`config.mk`:
```
export PLATFORM = sky130hd
export DESIGN_NAME = serial_mag_comp
export DESIGN_NICKNAME = d
export VERILOG_FILES = /design/src/rtl/serial_mag_comp_pkg.sv /design/src/rtl/serial_mag_comp_twobit.sv /design/src/rtl/serial_mag_comp.sv
export SDC_FILE = /design/constraint.sdc
export NUM_CORES = 1
export LEC_CHECK = 0
export CAP_MARGIN = 15
export CORE_AREA = 2 2 62 64
export CTS_CLUSTER_DIAMETER = 60
export CTS_CLUSTER_SIZE = 14
export DETAILED_ROUTE_END_ITERATION = 6
export DIE_AREA = 0 0 64 66
export SKIP_CTS_REPAIR_TIMING = 1
export SYNTH_ARGS = -nofsm -noshare
export SYNTH_HDL_FRONTEND = slang
export SYNTH_SLANG_ARGS = --single-unit
```
`constraint.sdc`:
```
create_clock -name clk -period 2.1 [get_ports clk]
set_input_delay 0.42 -clock clk [delete_from_list [all_inputs] [get_ports clk]]
set_output_delay 0.42 -clock clk [all_outputs]
set_load 0.03 [all_outputs]
```
`src/rtl/serial_mag_comp_pkg.sv`:
```
// ----------------------------------------------------------------------------
// serial_mag_comp_pkg
// Shared definitions for the serial magnitude comparator:
//   - FSM state encoding (IDLE / RUN)
//   - result bundle type
//   - helper to size the digit counter (never narrower than 1 bit)
// ----------------------------------------------------------------------------
package serial_mag_comp_pkg;

  localparam logic ST_IDLE = 1'b0;
  localparam logic ST_RUN  = 1'b1;

  // One-hot comparison result; all-zero only while a comparison is pending.
  typedef struct packed {
    logic gt;
    logic lt;
    logic eq;
  } cmp_res_t;

  // Counter width for a given number of digit pairs, at least 1 bit so the
  // WIDTH=2 case still has a legal (always-zero) counter.
  function automatic int cnt_width(input int digits);
    if (digits <= 1) begin
      return 1;
    end else begin
      return $clog2(digits);
    end
  endfunction

endpackage : serial_mag_comp_pkg

```
`src/rtl/serial_mag_comp_twobit.sv`:
```
// ----------------------------------------------------------------------------
// twoBitComp
// Combinational unsigned comparator for one 2-bit digit pair.
// Ports:
//   a, b     : 2-bit unsigned digits
//   greater  : a > b
//   less     : a < b
//   equal    : a == b
// Exactly one output is high for any input.
// ----------------------------------------------------------------------------
module twoBitComp (
  input  logic [1:0] a,
  input  logic [1:0] b,
  output logic       greater,
  output logic       less,
  output logic       equal
);

  assign greater = (a > b);
  assign less    = (a < b);
  assign equal   = (a == b);

endmodule : twoBitComp

```
`src/rtl/serial_mag_comp.sv`:
```
// ----------------------------------------------------------------------------
// serial_mag_comp
// Multi-cycle unsigned magnitude comparator. Operands are latched on an
// accepted start and examined one 2-bit digit pair per clock, MSB pair first,
// through a single twoBitComp instance. The comparison stops at the first
// unequal pair; equal operands take WIDTH/2 cycles.
// Ports:
//   clk      : rising-edge clock
//   rst_n    : asynchronous active-low reset
//   start    : request a comparison (only honoured while idle)
//   a, b     : WIDTH-bit unsigned operands, sampled with an accepted start
//   busy     : comparison in progress
//   done     : one-cycle pulse, result valid
//   greater  : A > B   (registered, held until next accepted start)
//   less     : A < B   (registered, held until next accepted start)
//   equal    : A == B  (registered, held until next accepted start)
// ----------------------------------------------------------------------------
module serial_mag_comp
  import serial_mag_comp_pkg::*;
#(
  parameter int WIDTH = 8
) (
  input  logic             clk,
  input  logic             rst_n,
  input  logic             start,
  input  logic [WIDTH-1:0] a,
  input  logic [WIDTH-1:0] b,
  output logic             busy,
  output logic             done,
  output logic             greater,
  output logic             less,
  output logic             equal
);

  localparam int DIGITS = WIDTH / 2;
  localparam int CW     = cnt_width(DIGITS);
  localparam logic [CW-1:0] CNT_LOAD = CW'(DIGITS - 1);
  localparam logic [CW-1:0] CNT_ZERO = {CW{1'b0}};
  localparam logic [CW-1:0] CNT_ONE  = CW'(1);

  // Odd or zero widths cannot be split into whole digit pairs.
  generate
    if (((WIDTH % 2) != 0) || (WIDTH < 2)) begin : g_bad_width
      $error("serial_mag_comp: WIDTH must be even and >= 2");
    end
  endgenerate

  logic             r_state;
  logic [WIDTH-1:0] r_a;
  logic [WIDTH-1:0] r_b;
  logic [CW-1:0]    r_cnt;
  logic             r_done;
  cmp_res_t         r_res;

  logic             w_state_nxt;
  logic [WIDTH-1:0] w_a_nxt;
  logic [WIDTH-1:0] w_b_nxt;
  logic [CW-1:0]    w_cnt_nxt;
  logic             w_done_nxt;
  cmp_res_t         w_res_nxt;

  logic             w_gt;
  logic             w_lt;
  logic             w_eq;

  // The digit comparator always looks at the current top pair.
  twoBitComp u_digit_cmp (
    .a       (r_a[WIDTH-1 -: 2]),
    .b       (r_b[WIDTH-1 -: 2]),
    .greater (w_gt),
    .less    (w_lt),
    .equal   (w_eq)
  );

  // Next-state logic for the sequencer, operand shifters and result.
  always_comb begin
    w_state_nxt = r_state;
    w_a_nxt     = r_a;
    w_b_nxt     = r_b;
    w_cnt_nxt   = r_cnt;
    w_done_nxt  = 1'b0;
    w_res_nxt   = r_res;
    case (r_state)
      ST_IDLE: begin
        if (start) begin
          w_state_nxt = ST_RUN;
          w_a_nxt     = a;
          w_b_nxt     = b;
          w_cnt_nxt   = CNT_LOAD;
          w_res_nxt   = '{gt: 1'b0, lt: 1'b0, eq: 1'b0};
        end else begin
          w_state_nxt = ST_IDLE;
        end
      end
      ST_RUN: begin
        if (w_gt) begin
          w_state_nxt  = ST_IDLE;
          w_done_nxt   = 1'b1;
          w_res_nxt.gt = 1'b1;
        end else if (w_lt) begin
          w_state_nxt  = ST_IDLE;
          w_done_nxt   = 1'b1;
          w_res_nxt.lt = 1'b1;
        end else if (r_cnt != CNT_ZERO) begin
          // Zeros shift in from the right, so low bits never reach the
          // comparator with stale or undefined content.
          w_a_nxt   = r_a << 2;
          w_b_nxt   = r_b << 2;
          w_cnt_nxt = r_cnt - CNT_ONE;
        end else begin
          w_state_nxt  = ST_IDLE;
          w_done_nxt   = 1'b1;
          w_res_nxt.eq = 1'b1;
        end
      end
      default: begin
        w_state_nxt = ST_IDLE;
      end
    endcase
  end

  // State, operand, counter and output registers.
  always_ff @(posedge clk or negedge rst_n) begin
    if (!rst_n) begin
      r_state <= ST_IDLE;
      r_a     <= {WIDTH{1'b0}};
      r_b     <= {WIDTH{1'b0}};
      r_cnt   <= CNT_ZERO;
      r_done  <= 1'b0;
      r_res   <= '{gt: 1'b0, lt: 1'b0, eq: 1'b0};
    end else begin
      r_state <= w_state_nxt;
      r_a     <= w_a_nxt;
      r_b     <= w_b_nxt;
      r_cnt   <= w_cnt_nxt;
      r_done  <= w_done_nxt;
      r_res   <= w_res_nxt;
    end
  end

  // busy is the RUN state bit itself, so it drops in the done cycle.
  assign busy    = (r_state == ST_RUN);
  assign done    = r_done;
  assign greater = r_res.gt;
  assign less    = r_res.lt;
  assign equal   = r_res.eq;

endmodule : serial_mag_comp

```
---- Word-level counts from Yosys, hierarchy flattened ----
Index checks and enable logic that the tools add are counted.
word-level totals
  word-level logic and storage cells ...... 55
  input bits .............................. 19
  register bits after elaboration ......... 23
  output and inout port bits .............. 5
cells by class
  $lt $le $gt $ge ......................... 2
  add/sub/neg operators ................... 1
  bitwise gates (word level) .............. 1
  equality and inequality tests ........... 7
  reduce and logical (&&, ||, !) cells .... 5
  muxes and demuxes ....................... 31
operator list
  operator             count
  $mux 8               8
  $pmux 8 s2           2
  $mux 1               12
  $mux 2               5
  $ne 2x2->1 const B   4
  $reduce_and 4->1     2
  $ne 2x1->1 const B   3
  $pmux 3 s2           1
  $pmux 2 s2           1
  $mux 3               1
  $reduce_and 3->1     1
  $gt 2x2->1           1
  $lt 2x2->1           1
  $pmux 1 s2           1
  $reduce_and 2->1     1
  $reduce_bool 2->1    1
  $sub 2x1->2 const B  1
  $not 1->1            1

---- Depth between registers and ports, before layout ----
  depth after elaboration ................. 5
  depth in mapped cells ................... 7
  mapped depth without buffers ............ 5

---- Cells and area by module ----
Synthesis repeated with hierarchy kept, for this count alone.
second synthesis, totals
  cells, all modules ...................... 96
  area, all modules ....................... 1169.9 µm²
modules (own cells, without submodules)
  module           area an instance (µm²)  sequential area each (µm²)  cells an instance  instances
  serial_mag_comp  1107.3                  575.6                       87                 1
  twoBitComp       62.6                    0.0                         9                  1

---- Worst setup path after synthesis ----
Ideal clock, no wire load.
  path type ............................... register to register
  start point ............................. reg r_a[7]
  end point ............................... reg r_a[1]
  period minus slack after synthesis ...... 1521 ps
  data arrival time ....................... 1385 ps
  buffers on the path ..................... 1
  path slack .............................. 579 ps
  setup time .............................. 137 ps
  cell stages (with the launch flop) ...... 6
  data required time ...................... 1963 ps
  cells stage by stage .................... dfrtp_1 > ha_1 > nand2_1 > clkbuf_1 > nor3_1 > o22ai_1
between the ends
  cells in the longest elaborated chain, start to end .. 3
  elaborated cells on any way between the ends .. 5
  classes of those cells .................. order compare (2); eq/ne (2); reduce/logical (1)
ends and longest elaborated chain
  item                                      RTL line                                                    RTL
  from (decl)                               serial_mag_comp.sv:49                                       logic [WIDTH-1:0] r_a;
  from (signal assigned)                    serial_mag_comp.sv:126                                      r_a <= {WIDTH{1'b0}};
  from (signal assigned)                    serial_mag_comp.sv:133                                      r_a <= w_a_nxt;
  $gt 2x2->1 or $lt 2x2->1 (tied branches)  serial_mag_comp_twobit.sv:19, serial_mag_comp_twobit.sv:20
  $ne 2x2->1 (no source line)               n/a
  $reduce_and 4->1 (no source line) (*)     n/a
Every way passes the cells marked *; elsewhere a longest branch is shown, timed or not.
A chain may end at the register's enable or synchronous reset.

---- Final worst setup path ----
  start point ............................. reg r_a[7]
  end point ............................... reg r_cnt[1]
between the ends
  cells in the longest elaborated chain, start to end .. 3
  elaborated cells on any way between the ends .. 5
  classes of those cells .................. order compare (2); eq/ne (2); reduce/logical (1)
ends and longest elaborated chain
  item                                      RTL line                                                    RTL
  $gt 2x2->1 or $lt 2x2->1 (tied branches)  serial_mag_comp_twobit.sv:19, serial_mag_comp_twobit.sv:20
  $ne 2x2->1 (no source line)               n/a
  $reduce_and 4->1 (no source line) (*)     n/a
  to (signal assigned)                      serial_mag_comp.sv:135                                      r_cnt <= w_cnt_nxt;
  to (decl)                                 serial_mag_comp.sv:51                                       logic [CW-1:0] r_cnt;
Marks and branches as above.

==> run metrics <==
final WL 3.22 mm; Initial Utilization 0.386; vias in the first global route 1162; initial antenna violation count 0; DR vias 1201; Slowest cell on crit path or3_1; CP Cell Sequence ha_1 -> nand2_1 -> or3_1 -> a311oi_1; CTS tree done; Tot Pwr 2.45 mW; Sw Ratio 0.461; Static Leak 0.661 nW; yosys warns 0; placement row count 22; Synth Area in Adders 0.0274; reg-to-reg endpoint r_cnt[1]; most common cell after layout, fill and taps aside dfrtp_1; CP Class flop to flop; clk sink count 23; Data required, critical path 2.32 ns; largest net degree at the start of global routing 25; Sw Pwr 1.13 mW; Antenna Violating Nets Remaining 0; clock slew at reported path FFs 0.13 ns; part of the Yosys area used for sequential elements 0.420; GRT Total Usage 0.166; filler cell count 336; Critical Path Source Type flop; Post-Route Setup TNS 0 ns; Post-DP HPWL 2.24 mm; largest family of logic cells by synthesized area compound AO/OA/AOI/OAI gates; DRC Markers 0; compound-cell area share of the yosys netlist 0.250; grt total ovfl 0; Worst Setup SP r_a[7]; cell family with most CP delay simple AND/OR/NAND/NOR gates; TritonRoute pass-1 iters 4; Layout Skew 0.00232 ns; XOR/XNOR share of the synthesized area 0; Die Wd 64 um; r2r startpoint r_a[7]; Top Ports 24; P&R area growth vs syn 22.0%; peak fanout along the critical path 10; DIE AREA 4220 um^2; CTS buffer count 3; Final Util 0.471; power per cell area 1470 nW/um^2; Gate Count Post-Synth 143; multi-input logic area 697 um^2; deepest clock path buffer count 2; CP Capture Type flop; post-synthesis mux area share 0.0219; Mapped Nets 165; status finished clean; Port-buffer cells 23; Avg Synthesized Cell Area 9.59 um^2; Vias/cell 5.69; slew of the pin with the lowest slew margin 0.501 ns; most frequent cells in the layout dfrtp_1 (23), clkdlybuf4s50_1 (22), a31oi_1 (13); Final min period 1.81 ns; crit-path max cell delay 0.45 ns; worst skew pair latency 0.31 ns; Internal 1.32 mW; final net count 186; Setup Viol. Count Final 0; Mapped Area 1370 um^2; CP Depth 4; Period Utilization, post-route 0.861; layout cell share with drive strength beyond 1 0.0859; worst reg2reg path depth 4; Sequential Power Share 0.326; Final Hold Fails 0; HP Class input pin to asynchronous set/reset pin; post-synthesis share of cell area spent on and, or, nand and nor gates 0.209; worst-case vdd ir drop 0.000520 V; Core Area 3550 um^2; Buf/Inv on CP 0; pre-CTS WS 0.285 ns; Max Slew Vio Count 0; first-pass GRT wire length 5.61 mm; die height 66 um; Final GP Congestion 0.767; maxcap violations 0; unrepaired setup endpoints after global routing no; crit path capture r_cnt[1]; Placed Area 1650 um^2; H-tree depth 1; design area 1670 um^2; Clock power frac 0.086; crit path DAT 2.02 ns; Unique masters post-synth 31; Starting DRT DRC Count 74; Rel. slew slack 0.666; clock root buffer master clkbuf_4; Seq. cell area 576 um^2; register-to-register setup slack 0.29 ns; Fmax achieved 553 MHz; routed length per placed instance 15.2 um; combinational cell fraction of total power 0.588; Yosys reg bits 23; ANT cells 0; slack of the critical path 0.291 ns
==> through the flow <==
| stage | std cells | hold WS, ns |
|---|---|---|
| finish | 211 | 0.450 |
| global route | 211 | 0.481 |
| CTS | 211 | 0.449 |
| detailed placement | 207 | 0.506 |
| global placement | 207 | 0.501 |
| floorplan | 143 | 0.124 |
==> worst min-delay path by stage <==
stage	startpoint	end	cells past startpoint
6_report	rst_n	r_cnt[0]	2
5_1_grt	rst_n	r_b[1]	2
4_1_cts	rst_n	done	2
3_5_place_dp	equal	equal	2
3_3_place_gp	greater	greater	2
2_1_floorplan	rst_n	busy	0
==> state kept, by name, indices dropped and copies added, names as in the netlist <==
name     count
busy         1
r_cnt        2
r_b          8
less         1
greater      1
r_a          8
equal        1
done         1
==> cell type report <==
cell class                 instances  share of cell area
timing repair buffer              31               0.172
multi-input combinational         98               0.417
clock buffer                       4              0.0157
sequential                        23               0.344
inverter                           7              0.0157
tap                               48              0.0359
==> cells in the mapped netlist (all sizes together) <==
cell / number / area share
a211o: 1 / 0.0064
a211oi: 11 / 0.060
a21oi: 2 / 0.0073
a22o: 1 / 0.0064
a311oi: 2 / 0.013
a31oi: 13 / 0.059
and2: 8 / 0.036
and4: 1 / 0.0064
buf: 8 / 0.034
clkbuf: 7 / 0.019
clkinv: 1 / 0.0027
dfrtp: 23 / 0.42
ha: 3 / 0.027
inv: 6 / 0.016
mux2i: 3 / 0.022
nand2: 7 / 0.019
nand2b: 1 / 0.0046
nand4: 1 / 0.0046
nand4b: 11 / 0.070
nor2b: 8 / 0.042
nor3: 3 / 0.011
nor4: 1 / 0.0046
o21ai: 3 / 0.011
o21ba: 1 / 0.0073
o22ai: 3 / 0.014
o31ai: 12 / 0.066
or3: 1 / 0.0046
or4: 1 / 0.0055
==> routing by layer <==
| layer | GRT usage | routed length (um) | vias up |
|---|---|---|---|
| met4 | 0.0326 | 12 | 0 |
| met5 | 0 | 0 | - |
| met1 | 0.235 | 1530 | 585 |
| li1 | - | - | 587 |
| met3 | 0.0239 | 96 | 2 |
| met2 | 0.270 | 1580 | 27 |
==> worst reg2reg max path, cell delays in order (launching register included) <==
cell      delay [ns]
dfrtp_1         0.43
ha_1            0.32
nand2_1         0.22
or3_1           0.45
a311oi_1        0.30
==> power groups by stage <==
stage	Clock, mW	Sequential (mW)	Combinational [mW]
3_3_place_gp	0	0.796	1.42
2_1_floorplan	0	0.845	1.03
3_5_place_dp	0	0.805	1.44
6_report	0.210	0.800	1.44
5_1_grt	0.240	0.830	1.62
4_1_cts	0.221	0.797	1.44
==> cells by family after synthesis <==
family / Yosys count
compound gates: 49
simple gates: 43
flops: 23
buf+inv: 22
mux: 3
fa+ha+maj: 3
Power figures use the tool's default switching activity.
